## config.mk

```make
export PLATFORM = sky130hd
export DESIGN_NAME = pipe_fetch
export DESIGN_NICKNAME = d
export VERILOG_FILES = /design/src/rtl/pipe_fetch.sv
export SDC_FILE = /design/constraint.sdc
export NUM_CORES = 1
export LEC_CHECK = 0
export BUFFER_PORTS_ARGS = -buffer_cell sky130_fd_sc_hd__buf_2
export CAP_MARGIN = 25
export CORE_UTILIZATION = 50
export CTS_CLUSTER_DIAMETER = 200
export DETAILED_ROUTE_END_ITERATION = 10
export PLACE_DENSITY_LB_ADDON = 0.15
export SYNTH_ARGS = -nofsm -noshare
export SYNTH_HDL_FRONTEND = slang
export SYNTH_SLANG_ARGS = --single-unit
export TNS_END_PERCENT = 30
```

## constraint.sdc

```tcl
create_clock -name clk_i -period 4.1 [get_ports clk_i]
set_input_delay 0 -clock clk_i [delete_from_list [all_inputs] [get_ports clk_i]]
set_output_delay 0 -clock clk_i [all_outputs]
set_load 0.02 [all_outputs]
```

## src/rtl/pipe_fetch.sv

```systemverilog
// Instruction-fetch front end: owns the fetch PC, issues in-order imem requests
// under a credit limit, and buffers returned words in a small FIFO for IF/ID.
module pipe_fetch #(
  parameter int unsigned     XLEN     = 32,
  parameter logic [XLEN-1:0] RESET_PC = '0,
  parameter int unsigned     DEPTH    = 2
) (
  input  logic            clk_i,
  input  logic            rst_n_i,
  input  logic            redirect_i,
  input  logic [XLEN-1:0] redirect_pc_i,
  output logic            imem_req_o,
  output logic [XLEN-1:0] imem_addr_o,
  input  logic            imem_gnt_i,
  input  logic            imem_rvalid_i,
  input  logic [31:0]     imem_rdata_i,
  output logic            out_valid_o,
  input  logic            out_ready_i,
  output logic [XLEN-1:0] pc_data_o,
  output logic [XLEN-1:0] pc_next_o,
  output logic [31:0]     inst_o
);

  localparam int unsigned     CW      = $clog2(DEPTH + 1);
  localparam int unsigned     AW      = $clog2(DEPTH);
  localparam logic [XLEN-1:0] PC_STEP = XLEN'(4);

  logic [XLEN-1:0] fetch_pc_q, fetch_pc_d;
  logic [XLEN-1:0] resp_pc_q, resp_pc_d;
  logic [CW-1:0]   outstanding_q, outstanding_d;
  logic [CW-1:0]   drop_cnt_q, drop_cnt_d;
  logic [CW-1:0]   count_q, count_d;
  logic [AW-1:0]   rd_ptr_q, rd_ptr_d;
  logic [AW-1:0]   wr_ptr_q, wr_ptr_d;

  logic [XLEN-1:0] pc_mem_q   [DEPTH];
  logic [31:0]     inst_mem_q [DEPTH];

  logic [XLEN-1:0] redirect_tgt;
  logic [CW:0]     in_use;
  logic            grant;
  logic            push;
  logic            pop;
  logic            unused_pc_lsb;

  assign redirect_tgt  = {redirect_pc_i[XLEN-1:2], 2'b00};
  assign unused_pc_lsb = ^redirect_pc_i[1:0];

  // Every request in flight owns a FIFO slot, so a push can never overflow.
  assign in_use     = {1'b0, outstanding_q} + {1'b0, count_q};
  assign imem_req_o = rst_n_i && !redirect_i && (in_use < (CW + 1)'(DEPTH));
  assign imem_addr_o = fetch_pc_q;

  assign grant = imem_req_o && imem_gnt_i;
  assign push  = imem_rvalid_i && !redirect_i && (drop_cnt_q == '0);
  assign pop   = out_valid_o && out_ready_i;

  always_comb begin
    fetch_pc_d    = fetch_pc_q;
    resp_pc_d     = resp_pc_q;
    drop_cnt_d    = drop_cnt_q;
    rd_ptr_d      = rd_ptr_q;
    wr_ptr_d      = wr_ptr_q;
    outstanding_d = outstanding_q + CW'(grant) - CW'(imem_rvalid_i);
    count_d       = count_q + CW'(push) - CW'(pop);

    if (grant) fetch_pc_d = fetch_pc_q + PC_STEP;
    if (imem_rvalid_i && (drop_cnt_q != '0)) drop_cnt_d = drop_cnt_q - CW'(1);
    if (push) begin
      resp_pc_d = resp_pc_q + PC_STEP;
      wr_ptr_d  = wr_ptr_q + AW'(1);
    end
    if (pop) rd_ptr_d = rd_ptr_q + AW'(1);

    // Everything still in flight after this edge is stale, including any
    // responses already marked for dropping by an earlier redirect.
    if (redirect_i) begin
      fetch_pc_d = redirect_tgt;
      resp_pc_d  = redirect_tgt;
      drop_cnt_d = outstanding_q - CW'(imem_rvalid_i);
      count_d    = '0;
      rd_ptr_d   = '0;
      wr_ptr_d   = '0;
    end
  end

  always_ff @(posedge clk_i or negedge rst_n_i) begin
    if (!rst_n_i) begin
      fetch_pc_q    <= RESET_PC;
      resp_pc_q     <= RESET_PC;
      outstanding_q <= '0;
      drop_cnt_q    <= '0;
      count_q       <= '0;
      rd_ptr_q      <= '0;
      wr_ptr_q      <= '0;
    end else begin
      fetch_pc_q    <= fetch_pc_d;
      resp_pc_q     <= resp_pc_d;
      outstanding_q <= outstanding_d;
      drop_cnt_q    <= drop_cnt_d;
      count_q       <= count_d;
      rd_ptr_q      <= rd_ptr_d;
      wr_ptr_q      <= wr_ptr_d;
    end
  end

  always_ff @(posedge clk_i) begin
    if (push) begin
      pc_mem_q[wr_ptr_q]   <= resp_pc_q;
      inst_mem_q[wr_ptr_q] <= imem_rdata_i;
    end
  end

  // Storage is not reset, so the head is masked to zero while the FIFO is empty.
  assign out_valid_o = (count_q != '0);
  assign pc_data_o   = out_valid_o ? pc_mem_q[rd_ptr_q] : '0;
  assign pc_next_o   = out_valid_o ? pc_mem_q[rd_ptr_q] + PC_STEP : '0;
  assign inst_o      = out_valid_o ? inst_mem_q[rd_ptr_q] : '0;

`ifndef SYNTHESIS
  always_ff @(posedge clk_i) begin
    if (rst_n_i) begin
      assert (!(push && (count_q == CW'(DEPTH))))
        else $fatal(1, "pipe_fetch: push into full instruction FIFO");
    end
  end
`endif

endmodule
```

==> summary.md <==
| Metric | Value |
|---|---|
| HPWL after detailed placement | `15300 µm` |
| Final setup viols | `0` |
| Startpoint types | `register` |
| Row count | `50` |
| Mean number of vias per cell | `approximately 5.6` |
| Combinational family with the most area after synthesis | `simple AND/OR/NAND/NOR gates` |
| Number of hold violations in the final report | `0` |
| Total of warnings raised by yosys | `0` |
| Synth Area in Adders | `0.0138` |
| Routed length per instance | `16.8 µm` |
| Sequential share of the synthesized area | `0.566` |
| Switch share | `0.385` |
| Number of max-capacitance violations reported | `0` |
| Die extent in y | `between 100 and 150 µm` |
| P_leak | `around 0.0047 µW` |
| Total routing resource utilization after global routing | `0.232` |
| Logic pwr share | `0.377` |
| Average cell area after synthesis | `11.2 µm²` |
| Required arrival time at the worst endpoint | `4100 ps` |
| Area overhead of the layout relative to synthesis | `24.7%` |
| Status | `complete, no violations` |
| Global route overflow | `0` |
| Worst-path clk slew | `~70 ps` |
| Worst-case clock skew | `11.6 ps` |
| Final net count | `1182` |
| Num Clock Sinks | `192` |
| Pwr dens | `about 550 nW/µm²` |
| R2R Setup Slk | `1100 ps` |
| Number of DRC violations after detailed routing | `0` |
| Final core utilization | `0.636` |
| Basic-gate share of the synthesized area counting and, or, nand and nor cells | `0.179` |
| Most instantiated flip-flop cell in the synthesis netlist | `sky130_fd_sc_hd__edfxtp_1` |
| Async S/R FF share, synth | `0.354` |
| Post-synthesis xor/xnor area fraction | `0.0476` |
| Detailed router's first-iteration violation count | `501` |
| Top cell type's share of synthesized area | `0.389` |
| Critical path endpoint category | `output pin` |
| DRT Pass-1 Iters | `6` |
| Final total negative setup slack | `0 ps` |
| Post-Synthesis Cell Area | `9580 µm²` |
| Arrival @ worst endpoint | `3450 ps` |
| Clock buffer depth | `2` |
| Worst setup slack before clock tree synthesis | `1120 ps` |
| Count of instances resized after the clock tree is built | `0` |
| Proportion of layout cells with a drive suffix above 1 | `0.231` |
| Maximum fanout encountered on the critical timing path | `41` |
| Fillers | `1542` |
| Achievable clock frequency | `0.290 GHz` |
| Maximum number of pins on one net before global-route repair | `~80` |
| Clock Power Share | `0.245` |
| Clock buffers created by TritonCTS | `17` |
| Slew headroom | `0.431` |
| Synth area leaders | `sky130_fd_sc_hd__edfxtp_1 (39%), sky130_fd_sc_hd__dfrtp_1 (18%), sky130_fd_sc_hd__mux2i_1 (5.7%), sky130_fd_sc_hd__nor2_1 (3.8%), sky130_fd_sc_hd__xnor2_1 (3.7%)` |
| Placed instance count | `1252` |
| Path class of the lowest-slack min-delay path | `input port to register` |
| Critical path start-end classification | `register to output pin` |
| Area of the placeable core | `18800 µm²` |
| Top cell type by total area after synthesis | `sky130_fd_sc_hd__edfxtp_1` |
| Clock Latency Late Sink | `440 ps` |
| Unique masters post-synth | `between 60 and 70` |
| Die width | `~140 µm` |
| Antenna violations before repair | `0` |
| Total via count after detailed routing | `7514` |
| Setup repair after global routing missed its margin | `no` |
| Maximum resistive drop on vdd | `roughly 420 µV` |
| Number of storage elements in the synthesis netlist | `192` |
| Int Pwr | `4050 µW` |
| Final standard cell count with taps included and fillers excluded | `between 1000 and 1500` |
| Final Cycle Share | `0.841` |
| Number of synthesized flops with an enable pin | `around 120` |
| Clock H-tree levels | `4` |
| Compound-cell area share of the yosys netlist | `0.0796` |
| Flop pwr share | `0.378` |
| First-pass GRT wire length | `roughly 36000 µm` |
| Final min period | `3450 ps` |
| CTS tree | `yes` |
| Total wire length after detailed routing | `22700 µm` |
| Sw power | `2540 µW` |
| Remaining antenna violation count | `0` |
| Effective utilization at floorplan | `0.510` |
| Die area | `19700 µm²` |
| Post-synthesis cell count | `857` |
| Total count of max-transition violations in the final report | `0` |
| Clock root buffer master | `sky130_fd_sc_hd__clkbuf_16` |
| Antenna cell count | `0` |
| Placer's final routability congestion estimate | `0.860` |
| Multiplexer fraction of the synthesized cell area | `0.0798` |
| Top-level I/O count | `200` |
| Slew at the pin closest to its max-slew limit | `between 800 and 900 ps` |
| Final Worst Setup Slack | `653 ps` |
| # port buffers | `approximately 190` |
| Via count of the first global-routing pass | `6929` |
[synth_stat cells, drive strengths merged, types with 12 or more instances]
| library cell | number |
|---|---|
| and2 | 13 |
| buf | 20 |
| clkbuf | 26 |
| dfrtp | 68 |
| edfxtp | 124 |
| inv | 24 |
| mux2 | 19 |
| mux2i | 55 |
| nand2 | 77 |
| nand3 | 44 |
| nand4 | 17 |
| nor2 | 98 |
| nor3 | 26 |
| nor4 | 17 |
| o21ai | 47 |
| xnor2 | 40 |
| xor2 | 12 |
[kinds of logic (layout without fill, tap and decap cells)]
kind of cell / after synthesis / in the layout
muxes: 74 / 74
adders and majority gates: 10 / 10
and+or+nand+nor: 343 / 343
xor gates and xnor gates: 52 / 52
AOI/OAI and AO/OA: 115 / 115
other: 1 / 6
DFF: 192 / 192
buffers and inverters: 70 / 323
[placed cells by master (no fill, tap or decap), drive strengths merged, types with 40 or more instances in the layout]
cell type / n
buf: 202
edfxtp: 124
nor2: 98
nand2: 77
dfrtp: 68
dlygate4sd3: 65
mux2i: 55
o21ai: 47
nand3: 44
xnor2: 40
[registers in the layout, indices dropped and copies added (netlist names)]
| register | cells |
|---|---|
| imem_addr_o | 30 |
| resp_pc_q | 30 |
| outstanding_q | 2 |
| inst_mem_q | 64 |
| rd_ptr_q | 1 |
| count_q | 2 |
| drop_cnt_q | 2 |
| pc_mem_q | 60 |
| wr_ptr_q | 1 |
[power groups by stage]
stage | clock (µW) | combinational [µW] | sequential [µW]
6_report | 1610 | 2490 | 2490
3_5_place_dp | 0 | 2430 | 2530
5_1_grt | 1720 | 2690 | 2520
2_1_floorplan | 0 | 1700 | 2490
4_1_cts | 1640 | 2490 | 2490
3_3_place_gp | 0 | 2410 | 2520
[area by class of cell]
cell class	count	area, µm²	share of cell area
Tap cell	234	293	0.0245
Sequential cell	192	5430	0.455
Timing Repair Buffer	267	1690	0.141
Clock buffer	19	433	0.0363
Inverter	24	90.1	0.00754
Multi-Input combinational cell	600	3870	0.324
Clock inverter	13	135	0.0113
[metal layers]
layer,part of all wire,vias up,wire length (µm),track usage
met5,0,-,0,0
met4,0.014,0,308,0.0792
met3,0.064,19,1460,0.0455
met2,0.45,266,10200,0.364
met1,0.47,3596,10700,0.322
li1,-,3633,-,-
[repair_timing]
item	4_1_cts	5_1_grt
hold endpoints to repair	152	0
setup buffers	0	0
hold buffers	65	0
[path summary, 6_finish.rpt]
kind,to,from,depth (start not counted)
worst max-delay path,pc_next_o[28],rd_ptr_q,7
worst min-delay path,rd_ptr_q,out_ready_i,4
worst max register to register,outstanding_q[1],count_q[0],11
worst min register to register,pc_mem_q[0][31],resp_pc_q[31],0
max in group asynchronous,rd_ptr_q,rst_n_i,4
min in group asynchronous,imem_addr_o[21],rst_n_i,3
[stage by stage]
| stage | power [µW] | hold WS (ps) | cell area [µm²] |
|---|---|---|---|
| finish | 6590 | 5.41 | 11900 |
| floorplan | 4190 | -296 | 9600 |
| global placement | 4930 | 127 | 10700 |
| CTS | 6620 | 2.09 | 11900 |
| detailed placement | 4960 | 126 | 10700 |
| global route | 6930 | 47.5 | 11900 |
[worst max-delay path: stages, from the launching register on]
cell and delay, ps:
sky130_fd_sc_hd__dfrtp_4 750, sky130_fd_sc_hd__buf_4 460, sky130_fd_sc_hd__nand2_1 130, sky130_fd_sc_hd__o22ai_1 360, sky130_fd_sc_hd__or4b_1 620, sky130_fd_sc_hd__o31a_1 320
sky130_fd_sc_hd__nor3_1 150, sky130_fd_sc_hd__buf_2 200
Note: power is estimated with default switching activity, not from simulation.
